[config.mk]
export PLATFORM = sky130hd
export DESIGN_NAME = display_write_queue
export DESIGN_NICKNAME = d
export VERILOG_FILES = /design/src/rtl/display_write_queue_pkg.sv /design/src/rtl/sync_fifo.sv /design/src/rtl/display_write_queue.sv
export SDC_FILE = /design/constraint.sdc
export NUM_CORES = 1
export LEC_CHECK = 0
export ABC_AREA = 1
export CORE_UTILIZATION = 55
export CTS_BUF_LIST = sky130_fd_sc_hd__clkbuf_4 sky130_fd_sc_hd__clkbuf_8
export CTS_CLUSTER_SIZE = 25
export DETAILED_ROUTE_END_ITERATION = 10
export PLACE_DENSITY = 0.79
export SLEW_MARGIN = 10
export SYNTH_ARGS = -nofsm -noshare
export SYNTH_HDL_FRONTEND = slang
export SYNTH_SLANG_ARGS = --single-unit
[constraint.sdc]
create_clock -name clk -period 2.6 [get_ports clk]
set_clock_uncertainty 0.15 [all_clocks]
set_input_delay 0.52 -clock clk [delete_from_list [all_inputs] [get_ports clk]]
set_output_delay 0.52 -clock clk [all_outputs]
set_load 0.1 [all_outputs]
[src/rtl/display_write_queue_pkg.sv]
// rtl/display_write_queue_pkg.sv - shared display register widths, sprite indices and queue entry type
package display_write_queue_pkg;

  localparam int REG_INDEX_WIDTH = 7;
  localparam int REG_VALUE_WIDTH = 16;
  localparam int ENTRY_WIDTH     = REG_INDEX_WIDTH + REG_VALUE_WIDTH;

  // Each sprite owns four consecutive registers: sprite0 at 2..5, sprite1 at 6..9.
  localparam logic [REG_INDEX_WIDTH-1:0] SPRITE0_BASE = 7'd2;
  localparam logic [REG_INDEX_WIDTH-1:0] SPRITE1_BASE = 7'd6;
  localparam int                         SPRITE_REGS  = 4;

  typedef struct packed {
    logic [REG_INDEX_WIDTH-1:0] index;
    logic [REG_VALUE_WIDTH-1:0] value;
  } reg_write_t;

endpackage

[src/rtl/sync_fifo.sv]
// rtl/sync_fifo.sv - single-clock FIFO with occupancy counter and combinational read data
module sync_fifo #(
  parameter int WIDTH = 23,
  parameter int DEPTH = 16
) (
  input  logic                     clk,
  input  logic                     rst_n,
  input  logic                     push,
  input  logic                     pop,
  input  logic [WIDTH-1:0]         data_i,
  output logic [WIDTH-1:0]         data_o,
  output logic [$clog2(DEPTH):0]   count_o,
  output logic                     full_o,
  output logic                     empty_o
);

  localparam int AW = $clog2(DEPTH);

  logic [WIDTH-1:0] mem [DEPTH];
  logic [AW-1:0]    wr_ptr;
  logic [AW-1:0]    rd_ptr;
  logic [AW:0]      count;

  always_ff @(posedge clk) begin
    if (push) mem[wr_ptr] <= data_i;
  end

  // Pointers wrap naturally; full/empty come from the counter so a full queue is unambiguous.
  always_ff @(posedge clk or negedge rst_n) begin
    if (!rst_n) begin
      wr_ptr <= '0;
      rd_ptr <= '0;
      count  <= '0;
    end else begin
      if (push) wr_ptr <= wr_ptr + 1'b1;
      if (pop)  rd_ptr <= rd_ptr + 1'b1;
      case ({push, pop})
        2'b10:   count <= count + 1'b1;
        2'b01:   count <= count - 1'b1;
        default: count <= count;
      endcase
    end
  end

  assign data_o  = mem[rd_ptr];
  assign count_o = count;
  assign full_o  = (count == (AW+1)'(DEPTH));
  assign empty_o = (count == '0);

endmodule

[src/rtl/display_write_queue.sv]
// rtl/display_write_queue.sv - holds CPU display register writes and releases them only during vblank
module display_write_queue
  import display_write_queue_pkg::*;
#(
  parameter int DEPTH = 16
) (
  input  logic                        clk,
  input  logic                        rst_n,
  input  logic                        cpu_write_i,
  input  logic [REG_INDEX_WIDTH-1:0]  cpu_index_i,
  input  logic [REG_VALUE_WIDTH-1:0]  cpu_value_i,
  input  logic                        clear_overflow_i,
  input  logic                        in_vblank_i,
  output logic                        register_write_o,
  output logic [REG_INDEX_WIDTH-1:0]  register_index_o,
  output logic [REG_VALUE_WIDTH-1:0]  register_value_o,
  output logic                        full_o,
  output logic [$clog2(DEPTH):0]      pending_o,
  output logic                        overflow_o,
  output logic [15:0]                 frame_count_o
);

  reg_write_t push_entry;
  reg_write_t pop_entry;
  logic       fifo_full;
  logic       fifo_empty;
  logic       drain;
  logic       accept;
  logic       drop;
  logic       vblank_q;
  logic       armed_q;

  // A full queue still takes a write when a pop frees a slot on the same edge.
  assign drain      = in_vblank_i & ~fifo_empty;
  assign accept     = cpu_write_i & (~fifo_full | drain);
  assign drop       = cpu_write_i & ~accept;
  assign push_entry = '{index: cpu_index_i, value: cpu_value_i};
  assign full_o     = fifo_full;

  sync_fifo #(
    .WIDTH (ENTRY_WIDTH),
    .DEPTH (DEPTH)
  ) u_fifo (
    .clk     (clk),
    .rst_n   (rst_n),
    .push    (accept),
    .pop     (drain),
    .data_i  (push_entry),
    .data_o  (pop_entry),
    .count_o (pending_o),
    .full_o  (fifo_full),
    .empty_o (fifo_empty)
  );

  always_ff @(posedge clk or negedge rst_n) begin
    if (!rst_n) begin
      register_write_o <= 1'b0;
      register_index_o <= '0;
      register_value_o <= '0;
      overflow_o       <= 1'b0;
      vblank_q         <= 1'b0;
      armed_q          <= 1'b0;
      frame_count_o    <= '0;
    end else begin
      register_write_o <= drain;
      if (drain) begin
        register_index_o <= pop_entry.index;
        register_value_o <= pop_entry.value;
      end
      if (drop) overflow_o <= 1'b1;
      else if (clear_overflow_i) overflow_o <= 1'b0;
      vblank_q <= in_vblank_i;
      armed_q  <= 1'b1;
      // The first clock after reset only primes vblank_q, so a vblank already in progress is not counted.
      if (armed_q && in_vblank_i && !vblank_q) frame_count_o <= frame_count_o + 16'd1;
    end
  end

endmodule

# Word level (Yosys, flattened, before mapping)
# Memories as Yosys holds them, arrays and structs flattened. A register that Yosys moved wholly into a read port is not among the register bits.
# Cells that the tools add are included.
[op_classes]
addsub = 5
n_mul = 0
div_mod_pow = 0
magnitude_cmp = 0
eq_ne = 3
n_shift = 0
n_mux = 5
bitwise_logic = 7
reduce_logical = 7
[ops]
columns = ["operator", "n"]
rows = [
  ["adder 16 x 1 -> 16 bit, second input constant", 1],
  ["one-hot mux 5 bit (2 select lines)", 1],
  ["adder 4 x 1 -> 4 bit, second input constant", 2],
  ["adder 5 x 1 -> 5 bit, second input constant", 1],
  ["equality test 5 bit, second input constant", 1],
  ["logical NOT 5 bit", 1],
  ["subtractor 5 x 1 -> 5 bit, second input constant", 1],
  ["2-to-1 mux 1 bit", 4],
  ["nonzero test 2 bit", 2],
  ["AND 1 bit", 3],
  ["inverter 1 bit", 3],
  ["equality test 2 x 1 -> 1 bit, second input constant", 1],
  ["equality test 2 bit, second input constant", 1],
  ["logical AND 1 bit", 2],
  ["logical NOT 1 bit", 2],
  ["OR 1 bit", 1],
]
[totals]
register_bits = 33
latchBits = 0
ramBits = 368
romBits = 0
in_bits = 28
output_inout_bits = 47
wordCells = 36
n_memories = 1
[mem_list]
columns = ["memory", "depth", "width", "read_ports", "rd_ports_with_merged_regs", "wr", "line_no", "text"]
rows = [
  ["u_fifo.mem", 16, 23, 1, 1, 1, "sync_fifo.sv:19", "logic [WIDTH-1:0] mem [DEPTH];"],
]

# Longest topological paths before layout
# Gate-level depths: netlist of run 1.
[depth]
ltp_word = 8
depth_mapped = 15
mapped_depth_nobuf = 15

# Hierarchy
# From an unflattened synthesis of run 1, not the netlist that was laid out.
[unflattened]
cells_unflattened = 1483
hier_area_um2 = 17560.6
[modules_own_cells]
columns = ["mod", "instances", "cells_each", "area_each_um2", "seq_area_each_um2"]
rows = [
  ["sync_fifo", 1, 1272, 15737.6, 11375.9],
  ["display_write_queue", 1, 211, 1823.0, 1076.0],
]

# Worst setup path before layout of run 1
# OpenSTA, ideal clock, no wires.
[synth_path]
path_type = "register to register"
from = "reg u_fifo.count[4] (netlist: u_fifo.count_o[4])"
to = "reg u_fifo.count[4] (netlist: u_fifo.count_o[4])"
arrival_ps = 3881
required_ps = 2330
path_slack_ps = -1551
path_stages_with_launch = 15
path_buffers = 0
cell_sequence = "dfrtp_1 inv_1 nor2_1 nand2_1 nand2_2 ha_1 inv_1 fa_1 inv_1 nand2_1 nand2_1 a21oi_1 xor2_1 nand2_1 nand2_1"
[synth_between]
word_cells_on_any_way = 13
cone_classes = "add/sub: 2; eq/ne: 3; mux: 1; bitwise: 5; reduce/logical: 2"
[synth_rtl]
columns = ["item", "line_no", "text"]
rows = [
  ["start, declared", "sync_fifo.sv:22", "logic [AW:0] count;"],
  ["start signal, assigned", "sync_fifo.sv:38", "2'b10: count <= count + 1'b1;"],
  ["start signal, assigned", "sync_fifo.sv:39", "2'b01: count <= count - 1'b1;"],
  ["start signal, assigned", "sync_fifo.sv:40", "default: count <= count;"],
  ["equality test 5 bit *", "sync_fifo.sv:47", "assign full_o = (count == (AW+1)'(DEPTH));"],
  ["named net full_o", "display_write_queue.sv:17", "output logic full_o,"],
  ["inverter 1 bit *", "display_write_queue.sv:35", "assign accept = cpu_write_i & (~fifo_full | drain);"],
  ["OR 1 bit *", "display_write_queue.sv:35", ""],
  ["AND 1 bit *", "display_write_queue.sv:35", ""],
  ["equality test 2 x 1 -> 1 bit or equality test 2 bit (tied branches)", "sync_fifo.sv:37", "case ({push, pop})"],
  ["one-hot mux 5 bit (2 select lines) or nonzero test 2 bit (tied branches)", "--", ""],
]
# The timed path passes the listed nets; every way through them passes the cells marked *.
# A chain may end at the register's enable or synchronous reset.

# Worst setup path after layout of run 1
[layout_path]
from = "reg u_fifo.count[3] (netlist: u_fifo.count_o[3])"
to = "reg u_fifo.count[4] (netlist: u_fifo.count_o[4])"
[layout_between]
elab_chain_cells = 7
word_cells_on_any_way = 13
cone_classes = "add/sub: 2; eq/ne: 3; mux: 1; bitwise: 5; reduce/logical: 2"
[layout_lines]
columns = ["item", "line_no", "text"]
rows = [
  ["logical NOT 5 bit", "sync_fifo.sv:48", "assign empty_o = (count == '0);"],
  ["inverter 1 bit", "display_write_queue.sv:34", "assign drain = in_vblank_i & ~fifo_empty;"],
  ["AND 1 bit", "display_write_queue.sv:34", ""],
  ["OR 1 bit", "display_write_queue.sv:35", ""],
  ["AND 1 bit", "display_write_queue.sv:35", ""],
  ["equality test 2 x 1 -> 1 bit or equality test 2 bit (tied branches)", "sync_fifo.sv:37", ""],
  ["one-hot mux 5 bit (2 select lines) or nonzero test 2 bit (tied branches)", "--", ""],
]
# Several ways; a longest one is shown, not always the timed one.

==> PnR_summary.wiki, run 1 <==
{| class="wikitable"
! Metric !! Value
|-
| Run status || completed
|-
| Count of pins over their slew limit || 0
|-
| Part of the power in the clock network || 0.245
|-
| Total clock sinks || 424
|-
| Synthesis-stage register bit count || 424
|-
| Number of antenna violations at the first check in global routing || 0
|-
| Clk slew on worst S/H paths || roughly 0.06 ns
|-
| Total CTS buffers || 69
|-
| Sw Pwr || 0.009777 W
|-
| Starting density of the core || 0.5646
|-
| Depth of the most critical reg-to-reg path || 15
|-
| Crit path DAT || approximately 2.7 ns
|-
| Total inserted antenna cells || 0
|-
| End of the worst register-to-register path || u_fifo.count_o[4]
|-
| Share of flip-flops with an asynchronous set or reset || 0.1321
|-
| Area growth from synthesis to final layout || 17.55%
|-
| Worst slew pin tran || 0.8294 ns
|-
| Overall fraction of global-route tracks in use || 0.2598
|-
| Via count of the first global-routing pass || 12,008
|-
| Cell internal pwr || 0.01416 W
|-
| Switching Fraction || 0.4084
|-
| Count of cells resized by post-cts repair || 0
|-
| Relative contribution of sequential cells to total power || 0.365
|-
| CP startpoint kind || flop
|-
| Number of nets in the final layout || approximately 1,700
|-
| YS warnings || 0
|-
| Buffer depth of the longest clock path || 3
|-
| Start point of the critical path || u_fifo.count_o[3]
|-
| Total detailed-routing wirelength || 41,350 um
|-
| Cell type contributing the most total cell area after synthesis || edfxtp_1
|-
| Worst VDD drop || between 700 and 800 uV
|-
| Die width || 180.1 um
|-
| Later-pin clock latency in the skew report || 0.58 ns
|-
| Mapped Avg Cell Area || 11.41 um^2
|-
| Period utilization || 0.9184
|-
| Pin count of the biggest net entering global routing || 94
|-
| Post-synthesis cell type count || 28
|-
| Post-route ant nets || 0
|-
| Row Count || 64
|-
| Most common library cells after synthesis || nand2_1, edfxtp_1, nand3_1, dfrtp_1, buf_2
|-
| Wire per inst || about 20 um
|-
| Max-Slew Margin vs Limit || 0.4453
|-
| Ratio of total power to cell area || 1167 mW/mm^2
|-
| DRC violations left || 0
|-
| Internal reg-to-reg setup slack || ~0.21 ns
|-
| Number of vias per cell || 5.681
|-
| Maximum clock frequency || 418.8 MHz
|-
| Class of the tightest hold or removal check || in -> async
|-
| Fill cells || 2,166
|-
| Worst slack at placement || -0.005896 ns
|-
| Area share of the largest cell type after synthesis || 0.6332
|-
| Final estimated routing congestion in global placement || 0.8689
|-
| Critical setup path kind || reg -> reg
|-
| Top-count cell post-synth || nand2_1
|-
| Die outline height || around 180 um
|-
| H-tree Lvls || 3
|-
| Data required time of the critical path || 2.90 ns
|-
| Setup repair after global routing missed its margin || no
|-
| Total half-perimeter wirelength after legalization and detailed placement || roughly 25,000 um
|-
| Total Die Area || between 0.03 and 0.04 mm^2
|-
| Grt ovf || 0
|-
| Final setup viols || 0
|-
| Worst hold slack after final layout || 0.2996 ns
|-
| Number of placed I/O pins || 75
|-
| Mapped cell area || 0.01745 mm^2
|-
| Post-route setup slack || 0.2121 ns
|-
| Source of the worst register-to-register timing path || u_fifo.count_o[3]
|-
| Detailed Routing Iterations Pass 1 || 5
|-
| Number of violations of the max-capacitance limit || 0
|-
| Largest cells by area after synthesis || edfxtp_1, nand2_1, nand3_1
|-
| Number of standard cells after synthesis || 1,529
|-
| Global-route wire length before repair || 64,890 um
|-
| Input/output buffers || 74
|-
| Post-synth EDFFs || approximately 370
|-
| Capturing instance or port of the critical path || u_fifo.count_o[4]
|-
| Clock Tree Root || clkbuf_8
|-
| Total core area || approximately 0.031 mm^2
|-
| Vias after detailed routing || 11,958
|-
| Net count after synthesis || 1,568
|-
| Fraction of layout cells with a size suffix above 1 || 0.1592
|-
| Proportion of power drawn by combinational gates || 0.389
|-
| Endpoints failing hold || 0
|-
| Portion of the post-synthesis area used by sequential elements || 0.7135
|-
| TritonCTS clock tree || built
|-
| Top_reg_cell synth || edfxtp_1
|-
| Worst Setup End Kind || flop
|-
| Tmin final || 2.388 ns
|-
| Pleak || between 8 and 9 nW
|-
| Number of design-rule violations left by the first detailed-router iteration || 1,285
|-
| Largest fanout of any net on the critical path || 4
|}
## through the flow
stage / std cells / cell area, um^2 / util / power [W] / setup TNS, ns
2_1_floorplan: 1529 / 17610 / - / 0.01554 / -0.5079
3_3_place_gp: 1976 / 19070 / 0.6169 / 0.01787 / 0
3_5_place_dp: 1976 / 19070 / 0.6169 / 0.01811 / -0.05349
4_1_cts: 2105 / 20510 / 0.6637 / 0.02399 / 0
5_1_grt: 2105 / 20510 / 0.6637 / 0.02512 / 0
6_report: 2105 / 20510 / 0.6637 / 0.02394 / 0
## routing by layer
layer,global-route usage,up-vias,share of wire
li1,-,5497,-
met1,0.3247,5764,0.38
met2,0.4493,580,0.51
met3,0.03496,117,0.075
met4,0.1258,0,0.037
met5,0,-,0
## critical path, cell delays in order (launching register included)
cell and delay [ns]:
dfrtp_4 0.51, nor2_4 0.14, nand3_2 0.10, nor2_4 0.16, nand2_1 0.08, nand2_2 0.10
ha_4 0.16, inv_2 0.04, fa_2 0.34, inv_1 0.06, nand2_1 0.07, nand2_1 0.06
a21oi_1 0.07, xor2_1 0.14, nand2_1 0.06, nand2_1 0.05
## flip-flops by register name, summed over array words and instances (netlist names)
name and cells:
u_fifo.mem 368, frame_count_o 16, register_value_o 16, register_index_o 7, u_fifo.count_o 5, u_fifo.rd_ptr 4, u_fifo.wr_ptr 4, armed_q 1
overflow_o 1, register_write_o 1, vblank_q 1
## kinds of logic (layout without fill, tap and decap cells)
group,after synthesis,in the layout,share of synthesized area
compound gates,12,12,0.003657
xor+xnor,19,19,0.009535
fa+ha+maj,11,11,0.008317
buf+inv,115,295,0.03757
flops,424,424,0.7135
other cells,1,1,0.0002149
simple gates,947,947,0.2272
## worst min path at each step
stage / from / end / slack [ns] / depth (start not counted)
after detailed placement: register_index_o[3] / register_index_o[3] / 0.32 / 2
after floorplan: rst_n / armed_q / 0.07 / 0
after global routing: register_value_o[2] / register_value_o[2] / 0.35 / 2
after CTS: register_index_o[4] / register_index_o[4] / 0.33 / 2
final: rst_n / register_value_o[4] / 0.30 / 3
after global placement: register_value_o[5] / register_value_o[5] / 0.31 / 2
## repair_timing
item                      4_1_cts  5_1_grt
hold buffers                    1        0
hold endpoints to repair       56        0
buffers inserted                0        0
## power by group through the flow
| stage | clock network, W | logic, W | registers (W) |
|---|---|---|---|
| after CTS | 0.00594 | 0.00931 | 0.00873 |
| after global routing | 0.00624 | 0.0101 | 0.00882 |
| final | 0.00588 | 0.00932 | 0.00874 |
| after floorplan | 0 | 0.00507 | 0.0105 |
| after detailed placement | 0 | 0.00924 | 0.00886 |
| after global placement | 0 | 0.00904 | 0.00883 |
## placed cells by master, fill, tap and decap left out, types with 5 or more instances in the layout
cell and n:
nand2_1 611, edfxtp_1 368, nand3_1 288, clkbuf_8 78, buf_4 71, dfrtp_1 48
buf_12 34, clkbuf_4 33, inv_1 26, clkdlybuf4s50_1 26, nor2_4 17, nor2_1 11
xor2_1 11, clkinv_1 10, ha_1 9, xnor2_1 8, o21ai_0 8, nand2_2 7
inv_2 5, nand4_1 5, dfrtp_4 5
## layout make-up
cell class / count / area [um^2] / share of cell area
clock inverters: 17 / 113.9 / 0.005550
flip-flops and latches: 424 / 12470 / 0.6081
clock buffers: 111 / 1321 / 0.06441
multi-input cells: 990 / 4491 / 0.2189
well taps: 396 / 495.5 / 0.02415
inverters: 34 / 130.1 / 0.006343
repair buffers: 133 / 1489 / 0.07258
No activity file was read; power rests on OpenSTA's default activity.
==> inputs of run 2 (changes only) <==
==> constraint.sdc (replaced) <==
create_clock -name clk -period 2.6 [get_ports clk]
set_clock_uncertainty 0.15 [all_clocks]
set_input_delay 0.39 -clock clk [delete_from_list [all_inputs] [get_ports clk]]
set_output_delay 0.39 -clock clk [all_outputs]
set_load 0.1 [all_outputs]
==> PnR_summary.wiki, run 2 (synthesized netlist as in run 1, its figures left out) <==
{| class="wikitable"
! Metric !! Value
|-
| Run status || completed
|-
| Period utilization || 0.8985 (-0.01991)
|-
| Later-pin clock latency in the skew report || 0.59 ns (about the same)
|-
| Count of cells resized by post-cts repair || 0 (unchanged)
|-
| Sum of met2 wire segment lengths after detailed routing || 20,110 um (-4.8%)
|-
| Pleak || 7.968 nW (-1.0%)
|-
| Tmin final || 2.336 ns (-0.05176 ns)
|-
| Post-route setup slack || 0.2639 ns (+0.05176 ns)
|-
| Detailed Routing Iterations Pass 1 || 6 (+1)
|-
| Leading cell types in the layout, fill and taps excluded || nand2_1, edfxtp_1, nand3_1
|-
| Max reg flops || 368 (unchanged)
|-
| Highest routed layer || met4
|-
| Worst slack at placement || 0.07863 ns (+0.08453 ns)
|-
| Post-CTS Hold Buffers || 1 (unchanged)
|-
| Endpoints failing hold || 0 (unchanged)
|-
| Area growth from synthesis to final layout || 16.60%
|-
| Number of design-rule violations left by the first detailed-router iteration || 1,260 (-1.9%)
|-
| Top flop regs || u_fifo.mem: 368 flops, frame_count_o: 16 flops, register_value_o: 16 flops
|-
| Register with the highest flop count || u_fifo.mem
|-
| Leading cell type in the layout, fill and taps excluded || nand2_1
|-
| Clk slew on worst S/H paths || 0.06 ns (about the same)
|-
| Class of the tightest hold or removal check || in -> async
|-
| Total Die Area || 0.03245 mm^2 (unchanged)
|-
| Row Count || 64 (unchanged)
|-
| Setup repair after global routing missed its margin || no
|-
| TritonCTS clock tree || built
|-
| Final estimated routing congestion in global placement || 0.8716 (+0.31%)
|-
| Vias after detailed routing || 11,844 (-0.95%)
|-
| Data required time of the critical path || 2.92 ns (+0.02 ns)
|-
| Overall fraction of global-route tracks in use || 0.2558 (-0.003957)
|-
| Die outline height || 180.1 um (unchanged)
|-
| Total half-perimeter wirelength after legalization and detailed placement || 23,890 um (-3.4%)
|-
| Number of nets in the final layout || 1,682 (-0.53%)
|-
| Met1 WL || 16,140 um (+3.4%)
|-
| Input/output buffers || 74 (unchanged)
|-
| Die width || 180.1 um (unchanged)
|-
| Total core area || 0.03091 mm^2 (unchanged)
|-
| Routed wire length on met3 || 3357 um (+7.7%)
|-
| Fraction of layout cells with a size suffix above 1 || 0.1501 (-0.009069)
|-
| Setup repair bufs after CTS || 0 (unchanged)
|-
| Critical setup path kind || reg -> reg
|-
| Clock Tree Root || clkbuf_8
|-
| Total detailed-routing wirelength || 40,680 um (-1.6%)
|-
| Final setup viols || 0 (unchanged)
|-
| Count of pins over their slew limit || 0 (unchanged)
|-
| Crit path DAT || 2.65 ns (-0.04 ns)
|-
| Worst VDD drop || 596.2 uV (-22%)
|-
| CP startpoint kind || flop
|-
| Wire per inst || 19.41 um (-1.2%)
|-
| Total clock sinks || 424 (unchanged)
|-
| Maximum clock frequency || 428.1 MHz (+2.2%)
|-
| Number of placed I/O pins || 75 (unchanged)
|-
| Grt ovf || 0 (unchanged)
|-
| Worst slew pin tran || 0.7514 ns (-0.07806 ns)
|-
| Number of antenna violations at the first check in global routing || 0 (unchanged)
|-
| Largest fanout of any net on the critical path || 4 (unchanged)
|-
| Starting density of the core || 0.5646 (unchanged)
|-
| Number of violations of the max-capacitance limit || 0 (unchanged)
|-
| Pin count of the biggest net entering global routing || 110 (+17%)
|-
| H-tree Lvls || 3 (unchanged)
|-
| Non-filler cells, final || 2,096 (-0.43%)
|-
| Instance count after placement with tap cells included || 1,967 (-0.46%)
|-
| Number of vias per cell || 5.651 (-0.53%)
|-
| Ratio of total power to cell area || 1167 mW/mm^2 (about the same)
|-
| Total CTS buffers || 69 (unchanged)
|-
| Global-route wire length before repair || 63,810 um (-1.7%)
|-
| DRC violations left || 0 (unchanged)
|-
| Worst hold slack after final layout || 0.1880 ns (-0.1116 ns)
|-
| Post-route ant nets || 0 (unchanged)
|-
| Buffer depth of the longest clock path || 3 (unchanged)
|-
| Via count of the first global-routing pass || 11,804 (-1.7%)
|-
| Max-Slew Margin vs Limit || 0.4975 (+0.05220)
|-
| Worst Setup End Kind || flop
|}
[run 2: worst max-delay path, cell delays in order, from the launching register on]
cell	delay, ns
dfrtp_4	0.51
nor2_4	0.13
nand3_2	0.09
nor2_4	0.13
nand2_1	0.07
nand2_2	0.10
ha_4	0.16
inv_2	0.04
fa_2	0.33
inv_1	0.07
nand2_1	0.07
nand2_1	0.07
a21oi_1	0.07
xor2_1	0.14
nand2_1	0.06
nand2_1	0.05
[run 2: metrics by stage]
stage / utilization / cell area, um^2 / total power, W / setup TNS, ns
after floorplan: - / 17610 / 0.01554 / -0.5079
after global placement: 0.6119 / 18910 / 0.01771 / 0
after detailed placement: 0.6119 / 18910 / 0.01790 / 0
after CTS: 0.6583 / 20350 / 0.02381 / 0
after global routing: 0.6583 / 20350 / 0.02501 / 0
final: 0.6584 / 20350 / 0.02375 / 0
[run 2: path summary, 6_finish.rpt]
kind                                       end  cells after the start  slack, ns           startpoint
min reg2reg                register_value_o[3]                      2       0.33  register_value_o[3]
max in group asynchronous     u_fifo.rd_ptr[0]                      3       1.77                rst_n
max                          u_fifo.count_o[4]                     15       0.26    u_fifo.count_o[3]
min                        register_value_o[4]                      3       0.19                rst_n
max reg2reg                  u_fifo.count_o[4]                     15       0.26    u_fifo.count_o[3]
min in group clk                    overflow_o                      2       0.22     clear_overflow_i
[run 2: per-layer routing]
layer	global-route usage	vias up
met5	0	-
met4	0.1050	0
met3	0.04163	77
met2	0.4266	621
met1	0.3370	5678
li1	-	5468
[run 2: layout make-up]
class                   count  area (um^2)
multi-input cells         990         4491
well taps                 396        495.5
repair buffers            124         1334
flip-flops and latches    424        12470
clock buffers              92         1141
diodes                      1        2.502
fillers                  2184        10560
inverters                  34        130.1
clock inverters            35        281.5
[run 2: power breakdown]
part,switching [W],internal [W]
registers,0.000412,0.00830
logic,0.00673,0.00242
clock network,0.00260,0.00330
==> inputs of run 3 (changes only) <==
CORE_MARGIN = 3   (was default)
==> PnR_summary.wiki, run 3 (synthesized netlist as in run 1, its figures left out) <==
{| class="wikitable"
! Metric !! Value
|-
| Tmin final || 2.327 ns (-0.009162 ns)
|-
| Wire per inst || 19.01 um (-2.1%)
|-
| CP startpoint kind || flop
|-
| Final setup viols || 0 (unchanged)
|-
| Fin Setup TNS || 0 ns (unchanged)
|-
| Total detailed-routing wirelength || 39,590 um (-2.7%)
|-
| Post-route ant nets || 0 (unchanged)
|-
| Worst hold slack after final layout || 0.1903 ns (+0.002222 ns)
|-
| Total Die Area || 0.03390 mm^2 (+4.5%)
|-
| Total clock sinks || 424 (unchanged)
|-
| Largest fanout of any net on the critical path || 5 (+1)
|-
| Total CTS buffers || 69 (unchanged)
|-
| Total inserted antenna cells || 0 (-1)
|-
| Number of design-rule violations left by the first detailed-router iteration || 1,188 (-5.7%)
|-
| Number of vias per cell || 5.601 (-0.88%)
|-
| Via count of the first global-routing pass || 11,723 (-0.69%)
|-
| Clock Tree Root || clkbuf_8
|-
| Max-Slew Margin vs Limit || 0.4409 (-0.05663)
|-
| Run status || completed
|-
| Area occupied by multi-input gates || 0.004491 mm^2 (unchanged)
|-
| Number of violations of the max-capacitance limit || 0 (unchanged)
|-
| Cell-by-cell trace of the critical path || nor2_4 > nand3_2 > nor2_4 > nand2_1 > nand2_2 > ha_4 > inv_2 > fa_2 > inv_1 > nand2_1 > nand2_1 > a21oi_1 > xor2_1 > nand2_1 > nand2_1
|-
| Worst slew pin tran || 0.8387 ns (+0.08730 ns)
|-
| Number of nets in the final layout || 1,674 (-0.48%)
|-
| Crit path DAT || 2.64 ns (about the same)
|-
| Area growth from synthesis to final layout || 15.45%
|-
| Number of antenna violations at the first check in global routing || 0 (unchanged)
|-
| Die outline height || 184.1 um (+2.2%)
|-
| Final estimated routing congestion in global placement || 0.8321 (-4.5%)
|-
| Overall Power || 0.02330 W (-1.9%)
|-
| Register with the highest flop count || u_fifo.mem
|-
| Pin count of the biggest net entering global routing || 187 (+70%)
|-
| Overall fraction of global-route tracks in use || 0.2377 (-0.01815)
|-
| Starting density of the core || 0.5646 (unchanged)
|-
| Row Count || 64 (unchanged)
|-
| Delay of the slowest cell on the worst path || 0.50 ns (about the same)
|-
| Grt ovf || 0 (unchanged)
|-
| Input/output buffers || 74 (unchanged)
|-
| Worst VDD drop || 980.8 uV (+65%)
|-
| Number of placed I/O pins || 75 (unchanged)
|-
| Data required time of the critical path || 2.91 ns (about the same)
|-
| Die width || 184.1 um (+2.2%)
|-
| Kind of cell with the highest combined delay on the critical path || simple AND/OR/NAND/NOR gates
|-
| Ratio of total power to cell area || 1156 mW/mm^2 (-0.95%)
|-
| Count of pins over their slew limit || 0 (unchanged)
|-
| Later-pin clock latency in the skew report || 0.57 ns (-0.02 ns)
|-
| Fill cells || 2,253 (+3.2%)
|-
| H-tree Lvls || 3 (unchanged)
|-
| Leading cell types in the layout, fill and taps excluded || nand2_1, edfxtp_1, nand3_1
|-
| Fraction of layout cells with a size suffix above 1 || 0.1399 (-0.01019)
|-
| Critical setup path kind || reg -> reg
|-
| Vias after detailed routing || 11,667 (-1.5%)
|-
| Buffers and inverters on the worst path || 2 (unchanged)
|-
| Maximum clock frequency || 429.7 MHz (+0.39%)
|-
| Cell type of the slowest stage on the worst timing path || dfrtp_4
|-
| Top flop regs || u_fifo.mem: 368 flops, frame_count_o: 16 flops, register_value_o: 16 flops
|-
| Buffer depth of the longest clock path || 3 (unchanged)
|-
| Clk slew on worst S/H paths || 0.06 ns (about the same)
|-
| Pleak || 7.861 nW (-1.3%)
|-
| Sequential Area || 0.01247 mm^2 (unchanged)
|-
| Total core area || 0.03091 mm^2 (unchanged)
|-
| Setup repair after global routing missed its margin || no
|-
| DRC violations left || 0 (unchanged)
|-
| Leading cell type in the layout, fill and taps excluded || nand2_1
|-
| Endpoints failing hold || 0 (unchanged)
|-
| Max reg flops || 368 (unchanged)
|-
| Detailed Routing Iterations Pass 1 || 5 (-1)
|-
| Total half-perimeter wirelength after legalization and detailed placement || 22,880 um (-4.2%)
|-
| Setup repair bufs after CTS || 0 (unchanged)
|-
| Cell with the most instances on the worst path || nand2_1
|-
| Worst Setup End Kind || flop
|-
| TritonCTS clock tree || built
|-
| Class of the tightest hold or removal check || in -> async
|-
| Global-route wire length before repair || 62,700 um (-1.7%)
|-
| Period utilization || 0.8950 (-0.003524)
|-
| Count of cells resized by post-cts repair || 0 (unchanged)
|}
run 3: cell types whose count changed in the layout (fill, tap and decap cells not counted):
cell / change
buf_4: -5
bufinv_16: -3
clkinv_2: -6
diode_2: -1
clkbuf_8: +2
clkinv_1: +7
inv_6: -4
buf_12: -3
run 3: per-layer routing:
layer	wire, um	track usage	part of all wire
met5	0	0	0
met4	1228	0.09737	0.031
met3	3050	0.03533	0.077
met2	19630	0.3983	0.50
met1	15690	0.3158	0.40
run 3: final cells by class:
cell class              count  share of cell area
multi-input cells         990              0.2229
clock inverters            29            0.007576
repair buffers            116             0.06136
inverters                  34            0.006458
clock buffers              94             0.05800
flip-flops and latches    424              0.6191
well taps                 396             0.02459
run 3: worst paths after layout:
path | start | to | slack (ns) | cells after the start
worst max register to register | u_fifo.count_o[3] | u_fifo.count_o[4] | 0.27 | 15
worst max-delay path | u_fifo.count_o[3] | u_fifo.count_o[4] | 0.27 | 15
worst min register to register | register_value_o[4] | register_value_o[4] | 0.33 | 2
worst min-delay path | rst_n | register_value_o[4] | 0.19 | 2
min in group clk | clear_overflow_i | overflow_o | 0.23 | 2
max in group asynchronous | rst_n | u_fifo.rd_ptr[0] | 1.47 | 3
run 3: repair_timing:
| action | CTS | global route |
|---|---|---|
| hold buffers | 1 | 0 |
| endpoints found under the hold margin | 20 | 0 |
| endpoints found under the setup margin | 0 | 0 |
run 3: power breakdown:
group          total [W]  leakage (nW)  switching (W)  internal, W
Combinational    0.00909          3.14        0.00666      0.00243
Sequential       0.00867          4.03       0.000373      0.00830
Clock            0.00554         0.694        0.00253      0.00301
run 3: through the flow:
stage	cells	utilization	setup slack, ns	cell area [um^2]
after floorplan	1529	-	-0.2964	17610
after global placement	1959	0.6088	0.1328	18820
after detailed placement	1959	0.6088	0.09236	18820
after CTS	2083	0.6518	0.2639	20150
after global routing	2083	0.6518	0.1201	20150
final	2083	0.6518	0.2730	20150
